$ cat config.mk
export PLATFORM = sky130hd
export DESIGN_NAME = conv_accum_quant
export DESIGN_NICKNAME = d
export VERILOG_FILES = /design/src/rtl/conv_accum_quant.sv
export SDC_FILE = /design/constraint.sdc
export NUM_CORES = 2
export LEC_CHECK = 0
export ABC_CLOCK_PERIOD_IN_PS = 6800
export BUFFER_PORTS_ARGS = -buffer_cell sky130_fd_sc_hd__buf_2
export CAP_MARGIN = 5
export CORE_ASPECT_RATIO = 0.8
export CORE_MARGIN = 5
export CORE_UTILIZATION = 50
export CTS_CLUSTER_DIAMETER = 40
export DETAILED_ROUTE_END_ITERATION = 8
export PLACE_DENSITY = 0.8
export SYNTH_ARGS = -nofsm -noshare
export SYNTH_HDL_FRONTEND = slang
export SYNTH_SLANG_ARGS = --single-unit
export TNS_END_PERCENT = 50
$ cat constraint.sdc
create_clock -name clk -period 6.8 [get_ports clk]
set_input_delay 1.36 -clock clk [delete_from_list [all_inputs] [get_ports clk]]
set_output_delay 1.36 -clock clk [all_outputs]
set_load 0.03 [all_outputs]
$ cat src/rtl/conv_accum_quant.sv
// conv_accum_quant
//   Accumulates NUM_PASSES signed partial sums from an adder tree, adds a
//   bias, then requantizes through a three-register pipeline:
//     A: group sum + bias, with scale/shift/relu captured alongside
//     B: signed product sum * scale
//     C: rounding right shift, optional ReLU, saturation to OUT_WIDTH
//   If the last beat of a group is driven in cycle T, o_valid pulses in
//   cycle T+3.
//
// Ports
//   clk        rising-edge clock
//   rst_n      asynchronous active-low reset
//   i_data     signed partial sum (IN_WIDTH)
//   i_valid    i_data qualifier, at most one beat per cycle
//   i_bias     signed bias (ACC_WIDTH), static within a group
//   i_scale    unsigned requant multiplier (16)
//   i_shift    requant right shift, 0..31
//   i_relu_en  clamp negative results to zero
//   i_clear    synchronous abort of the open group and all in-flight results
//   o_data     signed quantized result, held until the next o_valid
//   o_valid    one-cycle pulse per completed group
//   o_busy     high while a group is partially accumulated
module conv_accum_quant #(
    parameter int IN_WIDTH   = 21,
    parameter int NUM_PASSES = 4,
    parameter int ACC_WIDTH  = 32,
    parameter int OUT_WIDTH  = 8
) (
    input  logic                 clk,
    input  logic                 rst_n,
    input  logic [IN_WIDTH-1:0]  i_data,
    input  logic                 i_valid,
    input  logic [ACC_WIDTH-1:0] i_bias,
    input  logic [15:0]          i_scale,
    input  logic [4:0]           i_shift,
    input  logic                 i_relu_en,
    input  logic                 i_clear,
    output logic [OUT_WIDTH-1:0] o_data,
    output logic                 o_valid,
    output logic                 o_busy
);

    localparam int CNT_W  = (NUM_PASSES > 1) ? $clog2(NUM_PASSES) : 1;
    localparam int PROD_W = ACC_WIDTH + 17;

    localparam logic [CNT_W-1:0]         LAST_CNT = CNT_W'(NUM_PASSES - 1);
    localparam logic signed [PROD_W-1:0] OUT_MAX  = PROD_W'(2 ** (OUT_WIDTH - 1) - 1);
    localparam logic signed [PROD_W-1:0] OUT_MIN  = PROD_W'(-(2 ** (OUT_WIDTH - 1)));

    // Accumulation state
    logic [CNT_W-1:0]            cnt_q, cnt_d;
    logic signed [ACC_WIDTH-1:0] acc_q, acc_d;
    logic                        busy_q;

    // Pipeline valids
    logic a_valid_q, b_valid_q, o_valid_q;

    // Pipeline data
    logic signed [ACC_WIDTH-1:0] a_sum_q;
    logic [15:0]                 a_scale_q;
    logic [4:0]                  a_shift_q;
    logic                        a_relu_q;
    logic signed [PROD_W-1:0]    b_prod_q;
    logic [4:0]                  b_shift_q;
    logic                        b_relu_q;
    logic [OUT_WIDTH-1:0]        o_data_q;

    // Combinational intermediates
    logic signed [ACC_WIDTH-1:0] data_ext;
    logic signed [ACC_WIDTH-1:0] acc_sum;
    logic signed [ACC_WIDTH-1:0] sum_a_d;
    logic                        last_beat;
    logic signed [PROD_W-1:0]    prod_d;
    logic signed [PROD_W-1:0]    rnd;
    logic signed [PROD_W-1:0]    shifted;
    logic [OUT_WIDTH-1:0]        quant_d;

    assign data_ext = ACC_WIDTH'($signed(i_data));

    // NOTE: every variable assigned in an always_comb gets a default at the
    // top of the block so no path leaves it unassigned and infers a latch.
    always_comb begin
        cnt_d     = cnt_q;
        acc_d     = acc_q;
        // The first beat of a group starts from zero, which also makes the
        // single-pass case (cnt always 0) fall out naturally.
        acc_sum   = ((cnt_q == '0) ? '0 : acc_q) + data_ext;
        sum_a_d   = acc_sum + $signed(i_bias);
        last_beat = i_valid && (cnt_q == LAST_CNT);

        if (i_clear) begin
            cnt_d = '0;
            acc_d = '0;
        end else if (i_valid) begin
            cnt_d = last_beat ? '0 : cnt_q + 1'b1;
            acc_d = acc_sum;
        end
    end

    // Scale is zero-extended so the multiply stays signed.
    assign prod_d = PROD_W'(a_sum_q) * PROD_W'($signed({1'b0, a_scale_q}));

    always_comb begin
        rnd     = '0;
        quant_d = '0;
        if (b_shift_q != 5'd0) begin
            rnd = PROD_W'(1) <<< (b_shift_q - 5'd1);
        end
        // Round half up, then arithmetic shift.
        shifted = (b_prod_q + rnd) >>> b_shift_q;
        if (b_relu_q && (shifted < 0)) begin
            shifted = '0;
        end
        if (shifted > OUT_MAX) begin
            quant_d = OUT_MAX[OUT_WIDTH-1:0];
        end else if (shifted < OUT_MIN) begin
            quant_d = OUT_MIN[OUT_WIDTH-1:0];
        end else begin
            quant_d = shifted[OUT_WIDTH-1:0];
        end
    end

    // NOTE: sequential state uses non-blocking assignments so every register
    // samples the pre-edge values, independent of statement order.
    always_ff @(posedge clk or negedge rst_n) begin
        if (!rst_n) begin
            cnt_q     <= '0;
            acc_q     <= '0;
            busy_q    <= 1'b0;
            a_valid_q <= 1'b0;
            b_valid_q <= 1'b0;
            o_valid_q <= 1'b0;
            o_data_q  <= '0;
        end else begin
            cnt_q     <= cnt_d;
            acc_q     <= acc_d;
            busy_q    <= (cnt_d != '0);
            a_valid_q <= last_beat && !i_clear;
            b_valid_q <= a_valid_q && !i_clear;
            o_valid_q <= b_valid_q && !i_clear;
            if (b_valid_q && !i_clear) begin
                o_data_q <= quant_d;
            end
        end
    end

    // NOTE: stage A/B data registers carry no reset; their contents are only
    // consumed when the matching valid is set, and that valid is reset.
    always_ff @(posedge clk) begin
        if (last_beat) begin
            a_sum_q   <= sum_a_d;
            a_scale_q <= i_scale;
            a_shift_q <= i_shift;
            a_relu_q  <= i_relu_en;
        end
        if (a_valid_q) begin
            b_prod_q  <= prod_d;
            b_shift_q <= a_shift_q;
            b_relu_q  <= a_relu_q;
        end
    end

    assign o_data  = o_data_q;
    assign o_valid = o_valid_q;
    assign o_busy  = busy_q;

endmodule

== Word-level counts from Yosys, hierarchy flattened ==
Cells that the tools add are included.

* Bits in registers: 155
* Output and inout port bits: 10
* Logic and storage cells: 46

* $add $sub $neg: 5
* $mul: 1
* Magnitude comparators: 3
* Equality and inequality tests: 1
* Shift operators: 2
* Multiplexer cells: 10
* Reductions and logical operators: 10

{| class="wikitable"
|+ Operators with widths
! cell !! count
|-
| two-way mux 49 bit || 2
|-
| two-way mux 32 bit || 3
|-
| adder 32 bit || 2
|-
| adder 49 bit || 1
|-
| greater-than comparator 49 x 8 -> 1 bit (second input constant) || 1
|-
| < comparator 49 x 1 -> 1 bit (second input constant) || 1
|-
| < comparator 49 x 8 -> 1 bit (second input constant) || 1
|-
| multiplier 32 x 17 -> 49 bit || 1
|-
| <<< shifter 2 x 5 -> 49 bit (first input constant) || 1
|-
| >>> shifter 49 x 5 -> 49 bit || 1
|-
| two-way mux 8 bit || 2
|-
| two-way mux 2 bit || 3
|-
| logical AND 1 bit || 5
|-
| nonzero test 5 bit || 1
|-
| subtractor 5 x 1 -> 5 bit (second input constant) || 1
|-
| nonzero test 2 bit || 2
|-
| adder 2 x 1 -> 2 bit (second input constant) || 1
|-
| == test 2 bit (second input constant) || 1
|-
| logical NOT 2 bit || 1
|-
| logical NOT 1 bit || 1
|}

== Longest topological paths before layout ==
* Word-level depth: 11
* Depth in mapped cells: 31
* Mapped depth without buffers: 30

== Worst setup path after synthesis ==
No wires, ideal clock.

* Path type: reg2reg
* From: reg a_sum_q[13]
* To: reg b_prod_q[47], data pin
* Library setup time: 258 ps
* Data arrival time: 6937 ps
* Slack: -396 ps
* Cell stages (with the launch flop): 29
* Path through: edfxtp_1 clkbuf_1 nand2_1 fa_1 inv_1 fa_1 inv_1 fa_1 inv_1 fa_1 inv_1 fa_1 inv_1 fa_1 ha_1 a21o_1 a21oi_1 nor3b_1 o21ai_0 a21oi_1 o21ai_0 o41ai_1 o221ai_1 o21a_1 a21o_1 a21oi_1 o21bai_1 a21oi_1 xnor2_1

* Cells in the longest elaborated chain, start to end: 1

{| class="wikitable"
|+ RTL lines
! item !! RTL line !! RTL
|-
| start: declaration || 59 || <nowiki>logic signed [ACC_WIDTH-1:0] a_sum_q;</nowiki>
|-
| start signal: assignment || 151 || <nowiki>a_sum_q <= sum_a_d;</nowiki>
|-
| multiplier 32 x 17 -> 49 bit || 101 || <nowiki>assign prod_d = PROD_W'(a_sum_q) * PROD_W'($signed({1'b0, a_scale_q}));</nowiki>
|-
| via prod_d[47] || 73 || <nowiki>logic signed [PROD_W-1:0] prod_d;</nowiki>
|-
| end signal: assignment || 157 || <nowiki>b_prod_q <= prod_d;</nowiki>
|-
| end: declaration || 63 || <nowiki>logic signed [PROD_W-1:0] b_prod_q;</nowiki>
|}

The timed path passes the listed nets, and every way through them passes these cells.
A chain may end at the register's enable or synchronous reset.

== Worst setup path after layout ==
* From: reg a_scale_q[5]
* To: reg b_prod_q[34], data pin

* Cells in the longest elaborated chain, start to end: 1

{| class="wikitable"
|+ RTL lines
! item !! RTL line !! RTL
|-
| start: declaration || 60 || <nowiki>logic [15:0] a_scale_q;</nowiki>
|-
| start signal: assignment || 152 || <nowiki>a_scale_q <= i_scale;</nowiki>
|-
| multiplier 32 x 17 -> 49 bit || 101 ||
|-
| via prod_d[34] || 73 ||
|}

The timed path passes the listed nets, and every way through them passes these cells.

==> reports/results.txt <==
initial antenna violation count - 1
status - finished, violations left
layout cell share with drive strength beyond 1 - 0.151
worst skew pair latency - 0.50 ns
die width - 297 microns
Top cell by count, worst path - fa_1
Synth Area in Compound Gates - 0.139
CTS tree - built
Post-Syn Area - 0.0329 sq mm
dominant cell type by area after synthesis - fa_1
Post-synth EDFFs - 109
Simple-Gate Fraction of Synth Area - 0.189
die height - 239 microns
Num CTS Buffers - 17
DR DRC count - 0
vias in the first global route - 29.2k
CTS Root Cell - clkbuf_16
post-synthesis adder-cell area fraction - 0.380
combinational share of power - 0.673
Ports - 89
vias per cell - 5.84
CORE AREA - 0.0655 sq mm
Flop pwr share - 0.183
Tcrit/Tclk final - 1.01
Max Slew Vio Count - 0
hold_sp - a_relu_q
Post-Syn Nets - 4,588
class of the worst hold path - reg -> reg
CP Max Fanout - 4
largest net degree at the start of global routing - 56
CP arrival - 7.12 ns
Crit Path Class - reg -> reg
Final WS setup - -0.0785 ns
Design Area, Final - 0.0374 sq mm
Initial DRC Count - 2,992
Netlist cell types - 102
Final Util - 0.571
mean instance size in the synthesized netlist - 8.65 sq um
Critical Path Source Type - flip-flop
Port Buf Inserts - 88
Power Density - 186 mW/mm^2
Sw Pwr - 0.00295 W
Reg clk slew, reported paths - 0.08 ns
slew margin rel. - 0.393
grt total ovfl - 0
ys async rst share - 0.297
Setup crit end kind - flip-flop
sequential area share after synthesis - 0.134
Worst Tran Pin Value - 0.898 ns
nets@finish - 4,823
Total GRT Usage - 0.269
worst path required time - 7.04 ns
Power Total - 0.00695 W
Yosys top cell area share - 0.299
Synth Instances - 3,804
Crit-path slowest cell - fa_1
RR Endpoint - b_prod_q[34]
hold slack - 0.422 ns
TNS Setup - -0.179 ns
Longest Clk Path Bufs - 2
Starting Density - 0.503
RSZ-0062 raised after global routing - true
max-cap violation count - 0
via count - 28.7k
Lkg Pwr - 17.4 nW
Seq cells post-synth - 155
Routed WL - 95,000 microns
Fill cells - 5,619
commonest non-fill, non-tap cells in the layout - inv_1, fa_1, nand2_1, buf_4, nor2_1
area of the multi-input gates - 0.0261 sq mm
xor/xnor share of the synthesized area - 0.0374
Fmax - 0.145 GHz
CTS Sinks - 155
Final setup viols - 3
flop-to-flop setup slack - -0.08 ns
Antenna Nets Post-Route - 0
Min-Delay Endpoint - b_relu_q
main combinational cell family by area after synthesis - adder cells
Reg2Reg Depth - 30
total inserted antenna cells - 0
GPL Wtd Cong - 1.01
H-tree depth - 4
Pint - 0.00400 W
origin of the critical flop-to-flop path - a_scale_q[5]
Final Hold Fails - 0
wire per inst - 19.3 microns
row cnt - 84
failing checks - negative setup slack
synth-to-layout area growth - 13.6%
post-route minimum period - 6.88 ns
largest stage delay on the critical path - 0.53 ns
share of total power in the clock network - 0.143
first-pass GRT wire length - 154,000 microns
HPWL Detailed - 75,100 microns
Final Skew - 0.0149 ns
commonest non-fill, non-tap cell in the layout - inv_1
Register Area - 0.00443 sq mm
DP Area - 0.0359 sq mm
Pre-antenna DRT Iters - 6
worst hold stages - 0
Sw Share - 0.424
Synth Flop Type - edfxtp_1
peak supply drop - 0.260 mV
Synth warnings - 0
ranking of synthesized cells by area - fa_1, edfxtp_1, ha_1
DIE AREA - 0.0711 sq mm
post-synthesis mux area share - 0.0322
-- timing repair --
| action | CTS | global route |
|---|---|---|
| pin swaps | 42 | 69 |
| gates cloned | 0 | 2 |
| hold buffers | 0 | 0 |
| setup endpoints to repair | 12 | 23 |
| buffers inserted | 34 | 18 |
| resized for setup | 49 | 83 |
-- worst max-delay path, delay by kind of cell (launching register included) --
kind | cells | cell delay, ns
and+or+nand+nor | 3 | 0.44
xor gates and xnor gates | 1 | 0.09
buffers and inverters | 7 | 0.62
adders and majority gates | 7 | 3.22
DFF | 1 | 0.39
AOI/OAI and AO/OA | 12 | 1.86
-- synthesized netlist by cell type (9+ instances only) --
library cell    n
ha_1          213
edfxtp_1      109
dfrtp_1        46
nand2b_1       23
inv_1         573
nor2b_1        57
a21oi_1       172
o31a_1         10
nor4_1         11
nor3_1         72
o21a_1         28
a31oi_1        16
o21ai_1        11
a221oi_1       10
o2111ai_1      10
and2_1        214
o21ai_0        94
buf_1          17
mux2_2         10
or2_2          14
nand4_1        36
a21o_1         61
mux2i_1        70
nand3_1        66
o211ai_1       27
xnor2_1       107
a211oi_1       37
buf_2          17
a22oi_1         9
clkbuf_1      152
a211o_1        13
o31ai_1        15
o22ai_1        17
nand2_1       476
mux4_2         11
nor2_1        229
xor2_1         30
or3_1          24
fa_1          492
o21bai_1       10
and3_1         28
-- power by group through the flow --
stage / logic [W] / clock network (W) / registers [W]
6_report: 0.00468 / 0.000994 / 0.00127
5_1_grt: 0.00517 / 0.00105 / 0.00128
4_1_cts: 0.00433 / 0.00101 / 0.00127
3_5_place_dp: 0.00408 / 0 / 0.00129
3_3_place_gp: 0.00395 / 0 / 0.00129
2_1_floorplan: 0.00281 / 0 / 0.00130
-- through the flow --
stage                     setup slack, ns  cells
after floorplan                   0.00119   3804
after global placement             -0.240   4826
after detailed placement           -0.443   4826
after CTS                         -0.0487   4892
after global routing               -0.306   4912
final                             -0.0785   4912
-- per-layer routing --
layer	vias up	routed length (microns)	track usage
li1	13040	-	-
met1	14074	40500	0.374
met2	1391	42500	0.425
met3	186	9200	0.0554
met4	2	2810	0.0875
met5	-	13	0
-- area by class of cell --
type,count,share of cell area
Multi-Input combinational cell,2888,0.697
Sequential cell,155,0.118
Timing Repair Buffer,403,0.0833
Inverter,574,0.0576
Tap cell,860,0.0288
Clock buffer,20,0.0125
Clock inverter,12,0.00258
-- cell families (layout without fill, tap and decap cells) --
logic type	Yosys count	after routing
compound gates	665	665
xor+xnor	139	139
fa+ha+maj	705	705
buf+inv	761	1009
flops	155	155
mux	91	91
other cells	1	1
simple gates	1287	1287
-- flip-flops by register name, indices dropped and copies added (netlist names) --
name       count
a_valid_q      1
o_valid        1
b_prod_q      49
o_busy         1
b_relu_q       1
a_sum_q       32
o_data         8
a_relu_q       1
a_scale_q     16
b_shift_q      5
b_valid_q      1
a_shift_q      5
acc_q         32
cnt_q          2
-- worst max path at each step --
stage,start,endpoint,depth (start not counted)
floorplan,a_sum_q[13],b_prod_q[47],28
global placement,a_sum_q[12],b_prod_q[47],25
detailed placement,a_sum_q[11],b_prod_q[47],25
CTS,a_scale_q[7],b_prod_q[46],29
global route,a_sum_q[5],b_prod_q[46],29
finish,a_scale_q[5],b_prod_q[34],30
Note: power is estimated with default switching activity, not from simulation.
